===== config.mk =====
export PLATFORM = sky130hd
export DESIGN_NAME = page_start_ctrl
export DESIGN_NICKNAME = d
export VERILOG_FILES = /design/src/rtl/page_pkg.sv /design/src/rtl/btn_cond.sv /design/src/rtl/page_start_ctrl.sv
export SDC_FILE = /design/constraint.sdc
export NUM_CORES = 1
export LEC_CHECK = 0
export CORE_MARGIN = 4
export CORE_UTILIZATION = 52
export CTS_CLUSTER_SIZE = 20
export DETAILED_ROUTE_END_ITERATION = 10
export PLACE_DENSITY = 0.75
export RECOVER_POWER = 25
export SYNTH_ARGS = -nofsm -noshare
export SYNTH_HDL_FRONTEND = slang
export SYNTH_SLANG_ARGS = --single-unit

===== constraint.sdc =====
create_clock -name clk_25MHz -period 5.9 [get_ports clk_25MHz]
set_input_delay 1.77 -clock clk_25MHz [delete_from_list [all_inputs] [get_ports clk_25MHz]]
set_output_delay 1.77 -clock clk_25MHz [all_outputs]
set_load 0.005 [all_outputs]

===== src/rtl/page_pkg.sv =====
// Shared types and constants for the start-page control slice.
package page_pkg;

  // Menu state encoding
  typedef enum logic [1:0] {
    ST_START   = 2'd0,
    ST_CONFIRM = 2'd1,
    ST_RUN     = 2'd2
  } state_t;

  // Page numbers consumed by the top-level page mux
  localparam logic [1:0] PAGE_START = 2'd0;
  localparam logic [1:0] PAGE_RUN   = 2'd1;

  localparam int MODE_W = 2;

  // Button vector layout used inside page_start_ctrl
  localparam int BTN_LEFT  = 0;
  localparam int BTN_RIGHT = 1;
  localparam int BTN_ENTER = 2;
  localparam int BTN_BACK  = 3;
  localparam int NUM_BTNS  = 4;

  // Step the mode index down, wrapping from 0 to the last mode
  function automatic logic [MODE_W-1:0] mode_prev(input logic [MODE_W-1:0] m,
                                                  input logic [MODE_W-1:0] last);
    return (m == '0) ? last : m - 1'b1;
  endfunction

  // Step the mode index up, wrapping from the last mode to 0
  function automatic logic [MODE_W-1:0] mode_next(input logic [MODE_W-1:0] m,
                                                  input logic [MODE_W-1:0] last);
    return (m == last) ? '0 : m + 1'b1;
  endfunction

endpackage


===== src/rtl/btn_cond.sv =====
// Single push-button conditioner: 2-flop synchronizer, debounce, one-shot press.
module btn_cond #(
  parameter int DEBOUNCE_CYCLES = 16
) (
  input  logic clk_25MHz,
  input  logic rst,
  input  logic raw,
  output logic level,
  output logic press
);

  localparam int CNT_W = (DEBOUNCE_CYCLES > 1) ? $clog2(DEBOUNCE_CYCLES) : 1;
  localparam logic [CNT_W-1:0] CNT_LAST = CNT_W'(DEBOUNCE_CYCLES - 1);

  logic             sync1_reg;
  logic             sync2_reg;
  logic             level_reg;
  logic             level_prev_reg;
  logic             press_reg;
  logic [CNT_W-1:0] cnt_reg;

  // Synchronize, accept a new level only after it has been stable long enough,
  // then emit a one-cycle pulse on each accepted rising edge.
  always_ff @(posedge clk_25MHz or negedge rst) begin
    if (!rst) begin
      sync1_reg      <= 1'b0;
      sync2_reg      <= 1'b0;
      level_reg      <= 1'b0;
      level_prev_reg <= 1'b0;
      press_reg      <= 1'b0;
      cnt_reg        <= '0;
    end else begin
      sync1_reg <= raw;
      sync2_reg <= sync1_reg;
      // Count only while a change is pending; any return to the accepted level restarts it.
      if (sync2_reg != level_reg) begin
        if (cnt_reg == CNT_LAST) begin
          level_reg <= sync2_reg;
          cnt_reg   <= '0;
        end else begin
          cnt_reg <= cnt_reg + 1'b1;
        end
      end else begin
        cnt_reg <= '0;
      end
      level_prev_reg <= level_reg;
      press_reg      <= level_reg & ~level_prev_reg;
    end
  end

  assign level = level_reg;
  assign press = press_reg;

endmodule


===== src/rtl/page_start_ctrl.sv =====
// Start-menu controller: conditions buttons, selects a mode, blinks the
// highlight and hands off to the run page with a one-cycle start strobe.
module page_start_ctrl
  import page_pkg::*;
#(
  parameter int DEBOUNCE_CYCLES = 16,
  parameter int BLINK_CYCLES    = 12500000,
  parameter int CONFIRM_TOGGLES = 6,
  parameter int NUM_MODES       = 2
) (
  input  logic              clk_25MHz,
  input  logic              rst,
  input  logic              btn_left,
  input  logic              btn_right,
  input  logic              btn_enter,
  input  logic              btn_back,
  output logic              opt,
  output logic [MODE_W-1:0] mode,
  output logic [1:0]        page,
  output logic              start_pulse
);

  localparam int BLINK_W = $clog2(BLINK_CYCLES);
  localparam int TOG_W   = $clog2(CONFIRM_TOGGLES + 1);

  localparam logic [BLINK_W-1:0] BLINK_LAST   = BLINK_W'(BLINK_CYCLES - 1);
  localparam logic [BLINK_W-1:0] QUARTER_LAST = BLINK_W'(BLINK_CYCLES / 4 - 1);
  localparam logic [TOG_W-1:0]   TOG_FINAL    = TOG_W'(CONFIRM_TOGGLES);
  localparam logic [MODE_W-1:0]  MODE_LAST    = MODE_W'(NUM_MODES - 1);

  logic [NUM_BTNS-1:0] btn_raw;
  logic [NUM_BTNS-1:0] btn_press;
  logic [NUM_BTNS-1:0] btn_level_unused;

  assign btn_raw = {btn_back, btn_enter, btn_right, btn_left};

  generate
    for (genvar gi = 0; gi < NUM_BTNS; gi++) begin : g_btn
      btn_cond #(
        .DEBOUNCE_CYCLES(DEBOUNCE_CYCLES)
      ) u_btn_cond (
        .clk_25MHz(clk_25MHz),
        .rst      (rst),
        .raw      (btn_raw[gi]),
        .level    (btn_level_unused[gi]),
        .press    (btn_press[gi])
      );
    end
  endgenerate

  logic left_p, right_p, enter_p, back_p;
  assign left_p  = btn_press[BTN_LEFT];
  assign right_p = btn_press[BTN_RIGHT];
  assign enter_p = btn_press[BTN_ENTER];
  assign back_p  = btn_press[BTN_BACK];

  state_t              state_reg;
  logic                opt_reg;
  logic [MODE_W-1:0]   mode_reg;
  logic [1:0]          page_reg;
  logic                start_pulse_reg;
  logic [BLINK_W-1:0]  blink_cnt_reg;
  logic [TOG_W-1:0]    toggle_cnt_reg;
  logic [TOG_W-1:0]    toggle_cnt_next;

  assign toggle_cnt_next = toggle_cnt_reg + 1'b1;

  // Menu FSM with mode selection and blink timing; every output is a register.
  always_ff @(posedge clk_25MHz or negedge rst) begin
    if (!rst) begin
      state_reg       <= ST_START;
      opt_reg         <= 1'b0;
      mode_reg        <= '0;
      page_reg        <= PAGE_START;
      start_pulse_reg <= 1'b0;
      blink_cnt_reg   <= '0;
      toggle_cnt_reg  <= '0;
    end else begin
      start_pulse_reg <= 1'b0;
      case (state_reg)
        ST_START: begin
          page_reg <= PAGE_START;
          if (enter_p) begin
            state_reg      <= ST_CONFIRM;
            opt_reg        <= 1'b1;
            blink_cnt_reg  <= '0;
            toggle_cnt_reg <= '0;
          end else if (left_p && !right_p) begin
            // Restart the blink with the highlight on so the new choice shows at once
            mode_reg      <= mode_prev(mode_reg, MODE_LAST);
            blink_cnt_reg <= '0;
            opt_reg       <= 1'b1;
          end else if (right_p && !left_p) begin
            mode_reg      <= mode_next(mode_reg, MODE_LAST);
            blink_cnt_reg <= '0;
            opt_reg       <= 1'b1;
          end else if (blink_cnt_reg == BLINK_LAST) begin
            blink_cnt_reg <= '0;
            opt_reg       <= ~opt_reg;
          end else begin
            blink_cnt_reg <= blink_cnt_reg + 1'b1;
          end
        end

        ST_CONFIRM: begin
          page_reg <= PAGE_START;
          // Abort takes precedence over a coincident final toggle
          if (back_p) begin
            state_reg     <= ST_START;
            opt_reg       <= 1'b1;
            blink_cnt_reg <= '0;
          end else if (blink_cnt_reg == QUARTER_LAST) begin
            blink_cnt_reg  <= '0;
            toggle_cnt_reg <= toggle_cnt_next;
            if (toggle_cnt_next == TOG_FINAL) begin
              state_reg       <= ST_RUN;
              start_pulse_reg <= 1'b1;
              opt_reg         <= 1'b0;
              page_reg        <= PAGE_RUN;
            end else begin
              opt_reg <= ~opt_reg;
            end
          end else begin
            blink_cnt_reg <= blink_cnt_reg + 1'b1;
          end
        end

        ST_RUN: begin
          page_reg <= PAGE_RUN;
          opt_reg  <= 1'b0;
          if (back_p) begin
            state_reg     <= ST_START;
            opt_reg       <= 1'b1;
            blink_cnt_reg <= '0;
            page_reg      <= PAGE_START;
          end else if (blink_cnt_reg == BLINK_LAST) begin
            blink_cnt_reg <= '0;
          end else begin
            blink_cnt_reg <= blink_cnt_reg + 1'b1;
          end
        end

        default: begin
          state_reg     <= ST_START;
          page_reg      <= PAGE_START;
          opt_reg       <= 1'b0;
          blink_cnt_reg <= '0;
        end
      endcase
    end
  end

  assign opt         = opt_reg;
  assign mode        = mode_reg;
  assign page        = page_reg;
  assign start_pulse = start_pulse_reg;

endmodule


==> run_results.csv <==
group,metric,value,unit
status,status,"finished, final reports clean",
hold_path,hold_depth,0,
final_layout,n_antenna_cell,0,
timing,timing.final.crit_share,0.511,
synth,ys_seq_area_frac,0.523,
timing,fmax,0.332,GHz
worst_setup_path,cp-startpoint,"mode[0]",
placed_design,dpl_cell_area,0.00348,mm2
final_layout,syn_to_final_growth,9.82,%
clocking,cts_buffers,9,
timing,slew_headroom,0.518,
worst_setup_path,worstPathCellList,"clkdlybuf4s50_1",
die,coreArea,0.00610,mm2
synth,synth_flop_cell,"dfrtp_1",
clocking,clk_pin_slew,80,ps
placed_design,post-dp-hpwl,3940,um
timing,fin_worst_skew,10.3,ps
global_route,antenna_found_initial,0,
worst_setup_path,timing.rr.end,"blink_cnt_reg[3]",
power,p_per_area,311,mW/mm2
die,start_util,0.550,
synth,synth_cell_types,49,
final_layout,final_area,0.00368,mm2
clocking,cts.sinks,70,
final_layout,largest_reg_flops,24,
timing,slew_violations,0,
clocking,cts-root-buf,"clkbuf_8",
worst_setup_path,r2r_slack,3270,ps
worst_setup_path,r2r_start,"blink_cnt_reg[7]",
clocking,htree_levels,3,
placed_design,preCtsSetupSlack,3030,ps
placed_design,gp_congestion,0.784,
worst_setup_path,cp_num_buf_inv,1,
power,ir_drop,188,uV
synth,yosys_warnings,0,
power,internal-power,792,uW
timing,rsz0062_at_grt,"false",
drt,avgRoutedWirePerCell,14.3,um
die,fp.dieH,88.3,um
worst_setup_path,start_kind,"flip-flop",
synth,ys_top_cells_by_area,"dfrtp_1, ha_1, xnor2_1",
clocking,clk_latency,340,ps
worst_setup_path,cp_slowest_cell,"clkdlybuf4s50_1",
worst_setup_path,critPathMaxStageDelay,510,ps
drt,via_per_inst,5.51,
clocking,post_cts_resized,0,
synth,yosysTopAreaCell,"dfrtp_1",
timing,timing.final.hold_violations,0,
die,dieArea,0.00779,mm2
worst_setup_path,endpoint_kind,"output port",
global_route,track_usage,0.175,
power,p_leak,1.61,nW
worst_setup_path,required,4130,ps
worst_setup_path,arrival,1250,ps
global_route,grt_max_degree,40,
final_layout,multi_input_area,0.00147,mm2
global_route,grt_pass1_vias,2229,
clocking,hold_buffers,0,
drt,antenna_left,0,
final_layout,regArea,0.00175,mm2
timing,final.setup.tns,0,ps
worst_setup_path,rr_worst_depth,5,
clocking,cts_tree,"done",
hold_path,min_path_type,"reg2reg",
drt,dr_total_vias,2177,
final_layout,fillCellCount,511,
drt,drtIter0Drc,89,
timing,post-route-min-period,3020,ps
job,cap_violations,0,
power,sequentialPowerShare,0.472,
placed_design,port_buffers,10,
worst_setup_path,critPathMaxFanout,3,
timing,tightestPinTransition,714,ps
timing,hold_ws,354,ps
synth,netlist_area,0.00335,mm2
hold_path,hp-start,"g_btn[3].u_btn_cond.sync1_reg",
power,clockPowerShare,0.341,
final_layout,drive_gt1_frac,0.141,
power,p_comb_frac,0.187,
synth,synth_top_area_share,0.523,
drt,routed_wl,5650,um
timing,setup_ws,2880,ps
synth,synthCells,300,
synth,synth_edf_count,0,
die,die_w,88.3,um
clocking,clockBufferDepth,2,
synth,synth-seq-cells,70,
drt,drtPass1Iterations,4,
hold_path,hold_end,"g_btn[3].u_btn_cond.sync2_reg",
die,pin_count,12,
synth,synthArstFlopShare,1.00,
die,rows,28,
synth,synth_nets,319,
clocking,post-cts-setup-buffer-count,0,
final_layout,nNetsFinal,334,
worst_setup_path,critical-path-top-delay-family,"buffers and inverters",
synth,syn_avg_cell_area,11.2,um2
worst_setup_path,worstSetupPathType,"reg2out",
global_route,grt_first_pass_wirelength,10500,um
timing,final-setup-viol-count,0,
power,switching_power,351,uW
global_route,gr-total-overflow,0,
power,p_sw_frac,0.307,
drt,drcViolationCount,0,
-- cell type report --
type	instances	area share
clock buffer	9	0.0337
clock inverter	7	0.0214
inverter	15	0.0153
multi-input combinational	208	0.400
sequential	70	0.476
tap	75	0.0255
timing repair buffer	11	0.0279
-- kinds of logic after synthesis --
logic type,synth area share
simple gates,0.206
flops,0.523
compound gates,0.0788
xor+xnor,0.0862
buf+inv,0.0377
fa+ha+maj,0.0485
mux,0.0194
other cells,0.00112
-- stage by stage --
stage / utilization / std cells / power [mW]
after floorplan: - / 300 / 0.735
after global placement: 0.571 / 379 / 0.759
after detailed placement: 0.571 / 379 / 0.763
after CTS: 0.604 / 395 / 1.16
after global routing: 0.604 / 395 / 1.22
final: 0.604 / 395 / 1.14
-- metal layers --
layer | wire (um) | share of wire | up-vias | track usage
li1 | - | - | 1070 | -
met4 | 97 | 0.017 | 0 | 0.0797
met3 | 198 | 0.035 | 9 | 0.0493
met1 | 2660 | 0.47 | 1059 | 0.230
met2 | 2700 | 0.48 | 39 | 0.271
met5 | 0 | 0 | - | 0
-- Yosys cell counts, types with 2 or more instances --
master	instances
nor2_1	18
buf_12	2
nor3b_1	5
dfrtp_1	70
mux2_2	4
inv_1	15
o21ai_0	6
nand3_1	14
nor4b_1	4
nor2_2	20
nand2_1	12
nor2b_1	11
nand4b_1	4
a21oi_1	14
ha_1	13
and4_1	3
nor3_1	2
clkbuf_1	3
nand2b_1	3
nand4_1	8
and3_1	6
xnor2_1	18
xor2_1	15
nor4_1	4
mux2i_1	2
-- power groups by stage --
| stage | combinational, mW | sequential [mW] | clock (mW) |
|---|---|---|---|
| floorplan | 0.191 | 0.544 | 0 |
| global placement | 0.212 | 0.548 | 0 |
| detailed placement | 0.213 | 0.549 | 0 |
| CTS | 0.216 | 0.540 | 0.402 |
| global route | 0.241 | 0.546 | 0.430 |
| finish | 0.214 | 0.540 | 0.390 |
-- placed cells by master (no fill, tap or decap), types with 7 or more instances in the layout --
| cell type | count |
|---|---|
| a21oi_1 | 14 |
| clkbuf_8 | 9 |
| clkdlybuf4s50_1 | 7 |
| dfrtp_1 | 70 |
| ha_1 | 13 |
| inv_1 | 15 |
| nand2_1 | 12 |
| nand3_1 | 14 |
| nand4_1 | 8 |
| nor2_1 | 18 |
| nor2_2 | 20 |
| nor2b_1 | 11 |
| xnor2_1 | 18 |
| xor2_1 | 15 |
-- worst max path at each step --
stage / end / slack [ps] / cells after the start
after floorplan: blink_cnt_reg[5] / 3650 / 7
after global routing: mode[0] / 2830 / 1
final: mode[0] / 2880 / 1
after global placement: g_btn[3].u_btn_cond.cnt_reg[1] / 3060 / 2
after detailed placement: g_btn[3].u_btn_cond.cnt_reg[2] / 3030 / 2
after CTS: mode[0] / 2860 / 1
Note: power is estimated with default switching activity, not from simulation.
